## src/rtl/multiply_pipe_if.sv

```systemverilog
// Handshake bundle for multiply_pipe: operand stream in, result stream out.
// W is the operand/result width; arg_dat packs {b, a}.
interface multiply_pipe_if #(
   parameter int W = 16
);
   logic           arg_stb;
   logic [2*W-1:0] arg_dat;
   logic           arg_rdy;
   logic           res_stb;
   logic [W-1:0]   res_dat;
   logic           res_ovf;
   logic           res_rdy;

   // Producer/consumer side driving operands and accepting results.
   modport master (
      output arg_stb, arg_dat, res_rdy,
      input  arg_rdy, res_stb, res_dat, res_ovf
   );

   // Multiplier side.
   modport slave (
      input  arg_stb, arg_dat, res_rdy,
      output arg_rdy, res_stb, res_dat, res_ovf
   );
endinterface

```

## src/rtl/multiply_pipe.sv

```systemverilog
// Signed Q-format multiplier with a D-stage elastic pipeline, optional
// round-half-up and saturation back to W bits.
module multiply_pipe #(
   parameter int W   = 16,
   parameter int Q   = 8,
   parameter int D   = 3,
   parameter int RND = 1,
   parameter int SAT = 1
) (
   input  logic           clk,
   input  logic           rst,
   multiply_pipe_if.slave bus
);

   if (W < 2 || Q < 1 || Q > W || D < 1) begin : g_bad_param
      $fatal(1, "multiply_pipe: illegal parameters W=%0d Q=%0d D=%0d", W, Q, D);
   end

   localparam logic [2*W:0] RndC = (RND != 0) ? ((2*W+1)'(1) << (Q - 1)) : '0;

   // Round, shift and fit a full-width product; returns {ovf, dat}.
   function automatic logic [W:0] f_finish(input logic [2*W-1:0] i_p);
      logic signed [2*W:0] l_s;
      logic signed [2*W:0] l_t;
      logic                l_ovf;
      logic [W-1:0]        l_dat;
      l_s   = $signed({i_p[2*W-1], i_p}) + $signed(RndC);
      l_t   = l_s >>> Q;
      // In range iff every bit from the result sign upward agrees.
      l_ovf = ~((&l_t[2*W:W-1]) | ~(|l_t[2*W:W-1]));
      if (l_ovf && (SAT != 0)) begin
         l_dat = l_t[2*W] ? {1'b1, {(W-1){1'b0}}} : {1'b0, {(W-1){1'b1}}};
      end else begin
         l_dat = l_t[W-1:0];
      end
      return {l_ovf, l_dat};
   endfunction

   logic [D-1:0]   r_v;
   logic [D-1:0]   w_adv;
   logic [D-1:0]   w_in;
   logic           w_arg_rdy;
   logic           w_accept;
   logic [2*W-1:0] w_a;
   logic [2*W-1:0] w_b;
   logic [2*W-1:0] w_prod;
   logic [W-1:0]   r_dat;
   logic           r_ovf;

   assign w_a    = {{W{bus.arg_dat[W-1]}}, bus.arg_dat[W-1:0]};
   assign w_b    = {{W{bus.arg_dat[2*W-1]}}, bus.arg_dat[2*W-1:W]};
   assign w_prod = w_a * w_b;

   // A stage moves on if the consumer takes the tail or any later stage is empty.
   always_comb begin : p_adv
      logic l_full;
      l_full = 1'b1;
      w_adv  = '0;
      for (int k = D - 1; k >= 0; k--) begin
         w_adv[k] = r_v[k] & (bus.res_rdy | ~l_full);
         l_full   = l_full & r_v[k];
      end
   end

   assign w_arg_rdy = ~r_v[0] | w_adv[0];
   assign w_accept  = bus.arg_stb & w_arg_rdy;

   always_comb begin
      w_in    = '0;
      w_in[0] = w_accept;
      for (int k = 1; k < D; k++) begin
         w_in[k] = w_adv[k-1];
      end
   end

   always_ff @(posedge clk or posedge rst) begin
      if (rst) begin
         r_v <= '0;
      end else begin
         r_v <= w_in | (r_v & ~w_adv);
      end
   end

   if (D == 1) begin : g_single
      always_ff @(posedge clk or posedge rst) begin
         if (rst) begin
            r_dat <= '0;
            r_ovf <= 1'b0;
         end else if (w_in[0]) begin
            {r_ovf, r_dat} <= f_finish(w_prod);
         end
      end
   end else begin : g_multi
      // Product is registered at entry; rounding and fitting happen on the last hop.
      logic [2*W-1:0] r_prod [D-1];

      always_ff @(posedge clk or posedge rst) begin
         if (rst) begin
            for (int k = 0; k < D - 1; k++) begin
               r_prod[k] <= '0;
            end
            r_dat <= '0;
            r_ovf <= 1'b0;
         end else begin
            if (w_in[0]) begin
               r_prod[0] <= w_prod;
            end
            for (int k = 1; k < D - 1; k++) begin
               if (w_in[k]) begin
                  r_prod[k] <= r_prod[k-1];
               end
            end
            if (w_in[D-1]) begin
               {r_ovf, r_dat} <= f_finish(r_prod[D-2]);
            end
         end
      end
   end

   assign bus.arg_rdy = w_arg_rdy;
   assign bus.res_stb = r_v[D-1];
   assign bus.res_dat = r_dat;
   assign bus.res_ovf = r_ovf;

endmodule

```

## src/flat_wrapper.sv

```systemverilog
// flat-port wrapper written by rule: the top's interface ports become plain ports
module multiply_pipe_flat 
#(
   parameter int W   = 16,
   parameter int Q   = 8,
   parameter int D   = 3,
   parameter int RND = 1,
   parameter int SAT = 1
)
  (clk, rst, bus_arg_stb, bus_arg_dat, bus_res_rdy, bus_arg_rdy, bus_res_stb, bus_res_dat, bus_res_ovf);
  multiply_pipe_if #(.W(W)) bus_i ();
  input  logic clk;
  input  logic rst;
  input wire logic [$bits(bus_i.arg_stb)-1:0] bus_arg_stb;
  input wire logic [$bits(bus_i.arg_dat)-1:0] bus_arg_dat;
  input wire logic [$bits(bus_i.res_rdy)-1:0] bus_res_rdy;
  output wire logic [$bits(bus_i.arg_rdy)-1:0] bus_arg_rdy;
  output wire logic [$bits(bus_i.res_stb)-1:0] bus_res_stb;
  output wire logic [$bits(bus_i.res_dat)-1:0] bus_res_dat;
  output wire logic [$bits(bus_i.res_ovf)-1:0] bus_res_ovf;
  assign bus_i.arg_stb = bus_arg_stb;
  assign bus_i.arg_dat = bus_arg_dat;
  assign bus_i.res_rdy = bus_res_rdy;
  assign bus_arg_rdy = bus_i.arg_rdy;
  assign bus_res_stb = bus_i.res_stb;
  assign bus_res_dat = bus_i.res_dat;
  assign bus_res_ovf = bus_i.res_ovf;
  multiply_pipe #(.W(W), .Q(Q), .D(D), .RND(RND), .SAT(SAT)) u_core (.clk(clk), .rst(rst), .bus(bus_i));
endmodule
```

## config.mk

```make
export PLATFORM = sky130hd
export DESIGN_NAME = multiply_pipe_flat
export DESIGN_NICKNAME = d
export VERILOG_FILES = /design/src/rtl/multiply_pipe_if.sv /design/src/rtl/multiply_pipe.sv /design/src/flat_wrapper.sv
export SDC_FILE = /design/constraint.sdc
export NUM_CORES = 1
export LEC_CHECK = 0
export CAP_MARGIN = 5
export CORE_ASPECT_RATIO = 0.75
export CORE_MARGIN = 3
export CORE_UTILIZATION = 24
export DETAILED_ROUTE_END_ITERATION = 16
export MAX_ROUTING_LAYER = met4
export PLACE_DENSITY = 0.43
export SETUP_SLACK_MARGIN = 0.2
export SLEW_MARGIN = 20
export SYNTH_ARGS = -nofsm -noshare
export SYNTH_HDL_FRONTEND = slang
export SYNTH_SLANG_ARGS = --single-unit
```

## constraint.sdc

```tcl
create_clock -name clk -period 2.6 [get_ports clk]
set_input_delay 0.39 -clock clk [delete_from_list [all_inputs] [get_ports clk]]
set_output_delay 0.39 -clock clk [all_outputs]
set_load 0.01 [all_outputs]
```

# Word level (Yosys, flattened, before mapping)
# Index checks and enable logic that the tools add are counted.
[op_classes] n_addsub=1 n_mul=1 muxes=2 bitwise_logic=17 n_reduce_logical=2
[op_table] operator="$add A32 B9 Y33 const B" count=1
[op_table] operator="$mul A16 B16 Y32" count=1
[op_table] operator="$mux W16" count=2
[op_table] operator="$reduce_and A10 Y1" count=1
[op_table] operator="$reduce_or A10 Y1" count=1
[op_table] operator="$and A1 B1 Y1" count=5
[op_table] operator="$not A1 Y1" count=5
[op_table] operator="$or A1 B1 Y1" count=4
[op_table] operator="$and A3 B3 Y3" count=1
[op_table] operator="$not A3 Y3" count=1
[op_table] operator="$or A3 B3 Y3" count=1
[totals] regBits=84 input_bits=36 out_inout_bits=19 word_cells=28

# Depth between registers and ports, before layout
# Gate-level depths: netlist of run 1.
[depth] depth_word=7 ltp_mapped=23 ltp_nobuf=22

# Worst setup path after synthesis of run 1
# Ideal clock, no wire load.
[synth_path] path_kind="input to register" start="input port bus_arg_dat[18]" end="register u_core.g_multi.r_prod[57] (netlist name)" setup_ps=69 t_arrival_ps=5778 t_required_ps=2531 setup_slack_ps=-3246 cell_stages=20 n_path_buf=1 path_cell_list="clkbuf_1 > and2_1 > fa_1 > inv_1 > fa_1 > fa_1 > inv_1 > fa_1 > fa_1 > inv_1 > fa_1 > inv_1 > ha_1 > a21o_1 > o21bai_1 > a211o_1 > o21a_1 > o21a_1 > or4_1 > nand3_1"
[synth_between] elab_chain_len=1
[synth_lines] element="from (decl)" line_no="flat_wrapper.sv:15" source="input wire logic [$bits(bus_i.arg_dat)-1:0] bus_arg_dat;"
[synth_lines] element="$mul A16 B16 Y32" line_no="multiply_pipe.sv:52" source="assign w_prod = w_a * w_b;"
[synth_lines] element="to (signal, indexed assignment)" line_no="multiply_pipe.sv:110" source="r_prod[k] <= r_prod[k-1];"
[synth_lines] element="to (decl)" line_no="multiply_pipe.sv:95" source="logic [2*W-1:0] r_prod [D-1];"
# Every way passes these cells.
# A chain may end at the register's enable or synchronous reset.

# Worst setup path after layout of run 1
[layout_path] start="input port bus_arg_dat[14]" end="register u_core.g_multi.r_prod[57] (netlist name)"
# The elaborated chain is that of the path after synthesis.

==> metrics.txt, run 1 <==
outcome=finished with violations; failing checks=setup timing; Crit. End Element=register; crit path to=u_core.g_multi.r_prod[57]; Ys Warns=0; maxcap violations=0; worst slew pin tran=approximately 0.55 ns; relative slew slack=a little over three fifths; via density per instance=~4.2; layout cells sized above 1=around 33%; syn_nets=roughly 1700; initial antenna violation count=1; grt ovf=0; placed insts=between 2000 and 2500; # rows=72; Final Max Slew Viols=0; Remaining DRCs=0; length in cells of the worst reg-to-reg path=8; Final Util=roughly a third; RR Startpoint=u_core.g_multi.r_prod[8]; CP Launch Type=primary input; clock tree root driver cell=clkbuf_16; first-pass GRT wire length=between 50000 and 60000 um; share of the synthesized area in the top cell type=between 40% and 50%; Routed WL=~34000 um; CTS H-tree depth=3; RSZ-0062 raised after global routing=true; max frequency=about 0.18 GHz; Setup Viol. Count Final=25; GRT Total Usage=between 10% and 20%; synth unique cells=61; GP Congestion=around 0.8; Synth Register Bits=70; final setup TNS=-65.61 ns; Worst EP required=roughly 2.9 ns; CTS Buffer Depth=2; Setup Skew=slightly above 0.007 ns; Core ar.=52200 um^2; Final Hold Fails=0; input/output buffers=54; reg2reg end=u_core.bus.res_dat[2]; Synth Instances=1351; via count=9717; Filler Cell Count=5360; crit path DAT=slightly below 6 ns; detailed placement HPWL=28400 um; Non-Filler Instances=approximately 2300; Nets=1977; FFs w/ async S/R, synth=between 90% and 100%; synthesized area=~13000 um^2; design area=approximately 18000 um^2; Post-synth EDFFs=0; DRT antenna net count=0; WL/cell=approximately 15 um; largest net degree at the start of global routing=53; class of the worst hold path=in -> async; post-synth top area cell=fa_1; Clock Sinks=70; die area=about 56000 um^2; Die Y=206 um; ys flop type=dfrtp_1; Syn Area/Cell=~9.5 um^2; number of buffers created by CTS=9; CTS tree=yes; setup ws final=-3.01 ns; Slowest-stage cell, CP=fa_1; final worst-path cycle share=216%; max incr delay on CP=approximately 0.6 ns; Iteration-0 DRC Markers=339; CP startpoint=bus_arg_dat[14]; CP max FO=6; Crit path top cell by count=fa_1; Period minus WS final=between 5 and 6 ns; drt first pass iters=4; Seq/Total Area, Yosys=between 10% and 20%; crit path cell chain=buf_6 > buf_12 > buf_4 > and2_4 > fa_1 > fa_1 > fa_2 > fa_1 > fa_1 > inv_1 > fa_1 > inv_2 > ha_4 > nand4_1 > buf_4 > inv_2 > a211o_1 > o21a_1 > o21a_1 > or4_1 > nand3_1; top post-synthesis cells by area=fa_1 (41%), dfrtp_1 (14%), inv_1 (8.5%); starting density of the core=24.5%; dpl cell area=between 15000 and 20000 um^2; io pins=55; CP Class=in -> reg; Worst R2R Setup Slack=0.30 ns; Area growth, synth to finish=37.1%; number of global-route vias before repair=approximately 11000; die width=approximately 270 um; CTS clk-pin slew, worst paths=around 0.06 ns; Worst-Skew Late Latency=around 0.33 ns
## per-stage QoR
| stage | setup WS [ns] | hold slack (ns) |
|---|---|---|
| finish | -3.01 | 0.395 |
| floorplan | -2.97 | 0.435 |
| CTS | -2.96 | 0.405 |
| detailed placement | -3.92 | 0.465 |
| global placement | -3.94 | 0.458 |
| global route | -3.15 | 0.439 |
## cells in the mapped netlist (5+ instances only)
cell	n
clkbuf_1	41
fa_1	261
nand2_1	162
dfrtp_1	70
a21o_1	5
a211oi_1	17
nand2b_1	11
o21a_1	7
o21ai_0	27
a21oi_1	19
o31ai_1	7
xnor2_1	29
and2_1	124
mux2_2	24
ha_1	80
nor3_1	12
inv_1	291
a31oi_1	6
nor2_1	57
nand4_1	11
and3_1	7
xor2_1	10
nand3_1	16
## sequential cells by signal (all words and copies together), names as in the netlist
| name | cells |
|---|---|
| u_core.bus.res_ovf | 1 |
| u_core.g_multi.r_prod | 50 |
| u_core.bus.res_dat | 16 |
| u_core.r_v | 3 |
## area by class of cell
cell class              count  area, um^2  area share (%)
well taps                 703         880            5.01
clock inverters             6        86.3           0.492
clock buffers               9         225            1.28
inverters                 291        1090            6.24
diodes                      1        2.50          0.0143
repair buffers            285        2630            15.0
multi-input cells         943       10900            62.0
flip-flops and latches     70        1760            10.0
## routing by layer
metal | global-route usage [%] | vias to the layer above | share of wire (%)
met5 | - | - | 0
met4 | 1.67 | 0 | 0.72
met3 | 1.37 | 15 | 3.1
met2 | 19.8 | 95 | 46
met1 | 18.7 | 5002 | 50
li1 | - | 4605 | -
## worst max-delay path, delay by kind of cell
family	cells	cell delay, ns
fa+ha+maj	7	3.30
simple gates	4	0.80
compound gates	3	0.73
buf+inv	7	0.66
## what timing repair did
item	CTS	global route
pin swaps	107	62
hold buffers	0	0
setup endpoints to repair	41	41
buffers inserted	45	16
cloned	1	1
gates resized for setup	309	102
## how the worst min path moves through the flow
stage | start | endpoint | slack [ns] | depth (start not counted)
finish | rst | u_core.bus.res_dat[5] | 0.39 | 2
floorplan | u_core.g_multi.r_prod[40] | u_core.g_multi.r_prod[40] | 0.43 | 2
CTS | rst | u_core.bus.res_dat[5] | 0.41 | 2
global placement | u_core.g_multi.r_prod[40] | u_core.g_multi.r_prod[40] | 0.46 | 2
global route | rst | u_core.bus.res_dat[5] | 0.44 | 2
detailed placement | u_core.g_multi.r_prod[40] | u_core.g_multi.r_prod[40] | 0.47 | 2
## placed cells by master, fill, tap and decap left out, types with 30 or more instances in the layout
cell,netlist,routed
fa_1,261,231
nand2_1,162,147
nor2_1,57,48
and2_4,1,42
buf_6,2,64
ha_1,80,51
and2_1,124,83
inv_1,291,262
fa_2,0,30
buf_4,1,159
dfrtp_1,70,65
## cells by family (layout without fill, tap and decap cells)
kind of cell    count (synthesis)  in the layout  share of synthesized area (%)
simple gates                  427            427                           16.9
fa+ha+maj                     341            341                           48.6
buf+inv                       339            591                           10.1
compound gates                108            109                           5.58
flops                          70             70                           13.7
xor+xnor                       39             39                           2.67
mux                            27             27                           2.39
other cells                     0              1                              0
Power of run 1 is not shown: default switching activity piles up to over one toggle a cycle in this logic, so the estimate is an artifact.
==> inputs of run 2 (changes only) <==
--- a/config.mk
+++ b/config.mk
@@ -13,6 +13,7 @@
 export MAX_ROUTING_LAYER = met4
 export PLACE_DENSITY = 0.43
 export SETUP_SLACK_MARGIN = 0.2
+export SKIP_CTS_REPAIR_TIMING = 1
 export SLEW_MARGIN = 20
 export SYNTH_ARGS = -nofsm -noshare
 export SYNTH_HDL_FRONTEND = slang
==> run 2 against run 1 <==
Compared with the run above: non-clock buffer count down 24; critical path depth grew 1; via count shrank 1.1%; design area decreased by 2.8%; wire length decreased by 1.2%; the flow still finishes with violations (setup timing); cell count shrank 1.0%.
==> metrics.txt, run 2 (synthesized netlist as in run 1, its figures left out) <==
CTS tree=yes; Largest Register=u_core.g_multi.r_prod; crit path DAT=5.93 ns (+0.05 ns); maxcap violations=0 (unchanged); CP max FO=7 (+1); worst slew pin tran=0.540 ns (-0.00979 ns); RSZ-0062 raised after global routing=true; via density per instance=4.21 (about the same); metal2 WL=15300 um (-1.6%); largest net degree at the start of global routing=53 (unchanged); Clock Sinks=70 (unchanged); Crit path top cell by count=fa_1; initial antenna violation count=1 (unchanged); Remaining DRCs=0 (unchanged); Crit. End Element=register; metal3 WL=799 um (-25%); input/output buffers=54 (unchanged); relative slew slack=64.0% (+0.65 points); placed insts=2229 (unchanged); starting density of the core=24.5% (unchanged); GP Congestion=0.781 (unchanged); CP Class=in -> reg; Non-Filler Instances=2284 (-1.0%); most frequent cells in the layout=inv_1 (262), fa_1 (241), buf_4 (156); io pins=55 (unchanged); Nets=1953 (-1.2%); Period minus WS final=5.66 ns (+0.0451 ns); CTS H-tree depth=3 (unchanged); class of the worst hold path=in -> async; design area=17100 um^2 (-2.8%); Area growth, synth to finish=33.3%; most common cell after layout, fill and taps aside=inv_1; WL/cell=14.6 um (-0.19%); die width=273 um (unchanged); Final Max Slew Viols=0 (unchanged); setup ws final=-3.06 ns (-0.0452 ns); clock tree root driver cell=clkbuf_16; Worst EP required=2.87 ns (about the same); Slowest-stage cell, CP=fa_2; layout cells sized above 1=29.2% (-3.8 points); final worst-path cycle share=218% (+1.7 points); Final Util=32.7% (-0.93 points); Worst-Skew Late Latency=0.33 ns (about the same); CTS Buffer Depth=2 (unchanged); failing checks=setup timing; max reg flops=50 (unchanged); Top Metal Used=met4; Final Hold Fails=0 (unchanged); first-pass GRT wire length=54500 um (-3.4%); critical path depth=22 (+4.8%); grt ovf=0 (unchanged); Routed WL=33300 um (-1.2%); max incr delay on CP=0.65 ns (+0.05 ns); CP top delay family=adder cells; CTS clk-pin slew, worst paths=0.06 ns (about the same); max frequency=0.177 GHz (-0.80%); detailed placement HPWL=28400 um (unchanged); dpl cell area=15700 um^2 (unchanged); Buf+Inv Stages, Crit Path=8 (+1); Filler Cell Count=5391 (+0.58%); via count=9608 (-1.1%); Core ar.=52200 um^2 (unchanged); outcome=finished with violations; drt first pass iters=5 (+1); CP Launch Type=primary input; # rows=72 (unchanged); Setup Viol. Count Final=25 (unchanged); pre-CTS setup slack=-3.92 ns (unchanged); length in cells of the worst reg-to-reg path=8 (unchanged); DRT antenna net count=0 (unchanged); Die Y=206 um (unchanged); Setup Skew=0.00776 ns (+0.000652 ns); M1 WL=17100 um (+1.1%); number of buffers created by CTS=9 (unchanged); GRT Total Usage=12.4% (-0.47 points); number of global-route vias before repair=10236 (-2.9%); die area=56200 um^2 (unchanged); Iteration-0 DRC Markers=305 (-10%); crit path cell chain=buf_6 > buf_12 > nand2_4 > inv_4 > fa_2 > buf_6 > fa_1 > fa_2 > fa_1 > fa_1 > inv_1 > fa_1 > inv_2 > ha_4 > nand4_1 > buf_4 > inv_2 > a211o_1 > o21a_1 > o21a_1 > or4_1 > nand3_1
## run 2: cell types whose count changed in the layout (fill, tap and decap cells not counted), sizes merged
cell and change:
clkbuf +18, dlymetal6s2s +9, clkdlybuf4s15 -4, dlygate4sd2 -1
buf -46
## run 2: final timing paths
kind	slack [ns]	to	from
max in group asynchronous	1.55	u_core.g_multi.r_prod[26]	rst
min in group clk	0.48	u_core.g_multi.r_prod[40]	u_core.g_multi.r_prod[40]
min	0.39	u_core.bus.res_dat[5]	rst
max reg2reg	0.29	u_core.bus.res_dat[2]	u_core.g_multi.r_prod[25]
min reg2reg	0.48	u_core.g_multi.r_prod[40]	u_core.g_multi.r_prod[40]
max	-3.06	u_core.g_multi.r_prod[57]	bus_arg_dat[15]
## run 2: per-layer routing
layer / track usage, % / vias up
met1: 18.2 / 4951
met2: 18.8 / 93
met3: 1.46 / 11
li1: - / 4553
met4: 1.78 / 0
met5: - / -
## run 2: worst reg2reg max path: stages, from the launching register on
cell	delay (ns)
dfrtp_2	0.42
and3_4	0.21
and3_4	0.22
a311oi_2	0.26
a41o_1	0.19
a31oi_4	0.07
o41a_4	0.56
nor2_1	0.17
a211oi_2	0.08
## run 2: through the flow
stage | TNS [ns] | hold slack, ns
2_1_floorplan | -59.38 | 0.435
3_3_place_gp | -85.78 | 0.458
3_5_place_dp | -86.14 | 0.465
4_1_cts | -77.98 | 0.405
5_1_grt | -70.53 | 0.432
6_report | -65.95 | 0.391
## run 2: area by class of cell
class,count,area [um^2],share of cell area (%)
inverters,291,1090,6.42
repair buffers,261,2310,13.6
well taps,703,880,5.16
diodes,1,2.50,0.0147
clock buffers,9,225,1.32
flip-flops and latches,70,1760,10.3
multi-input cells,943,10700,62.7
clock inverters,6,86.3,0.506
Power of run 2 is left out for the same reason.
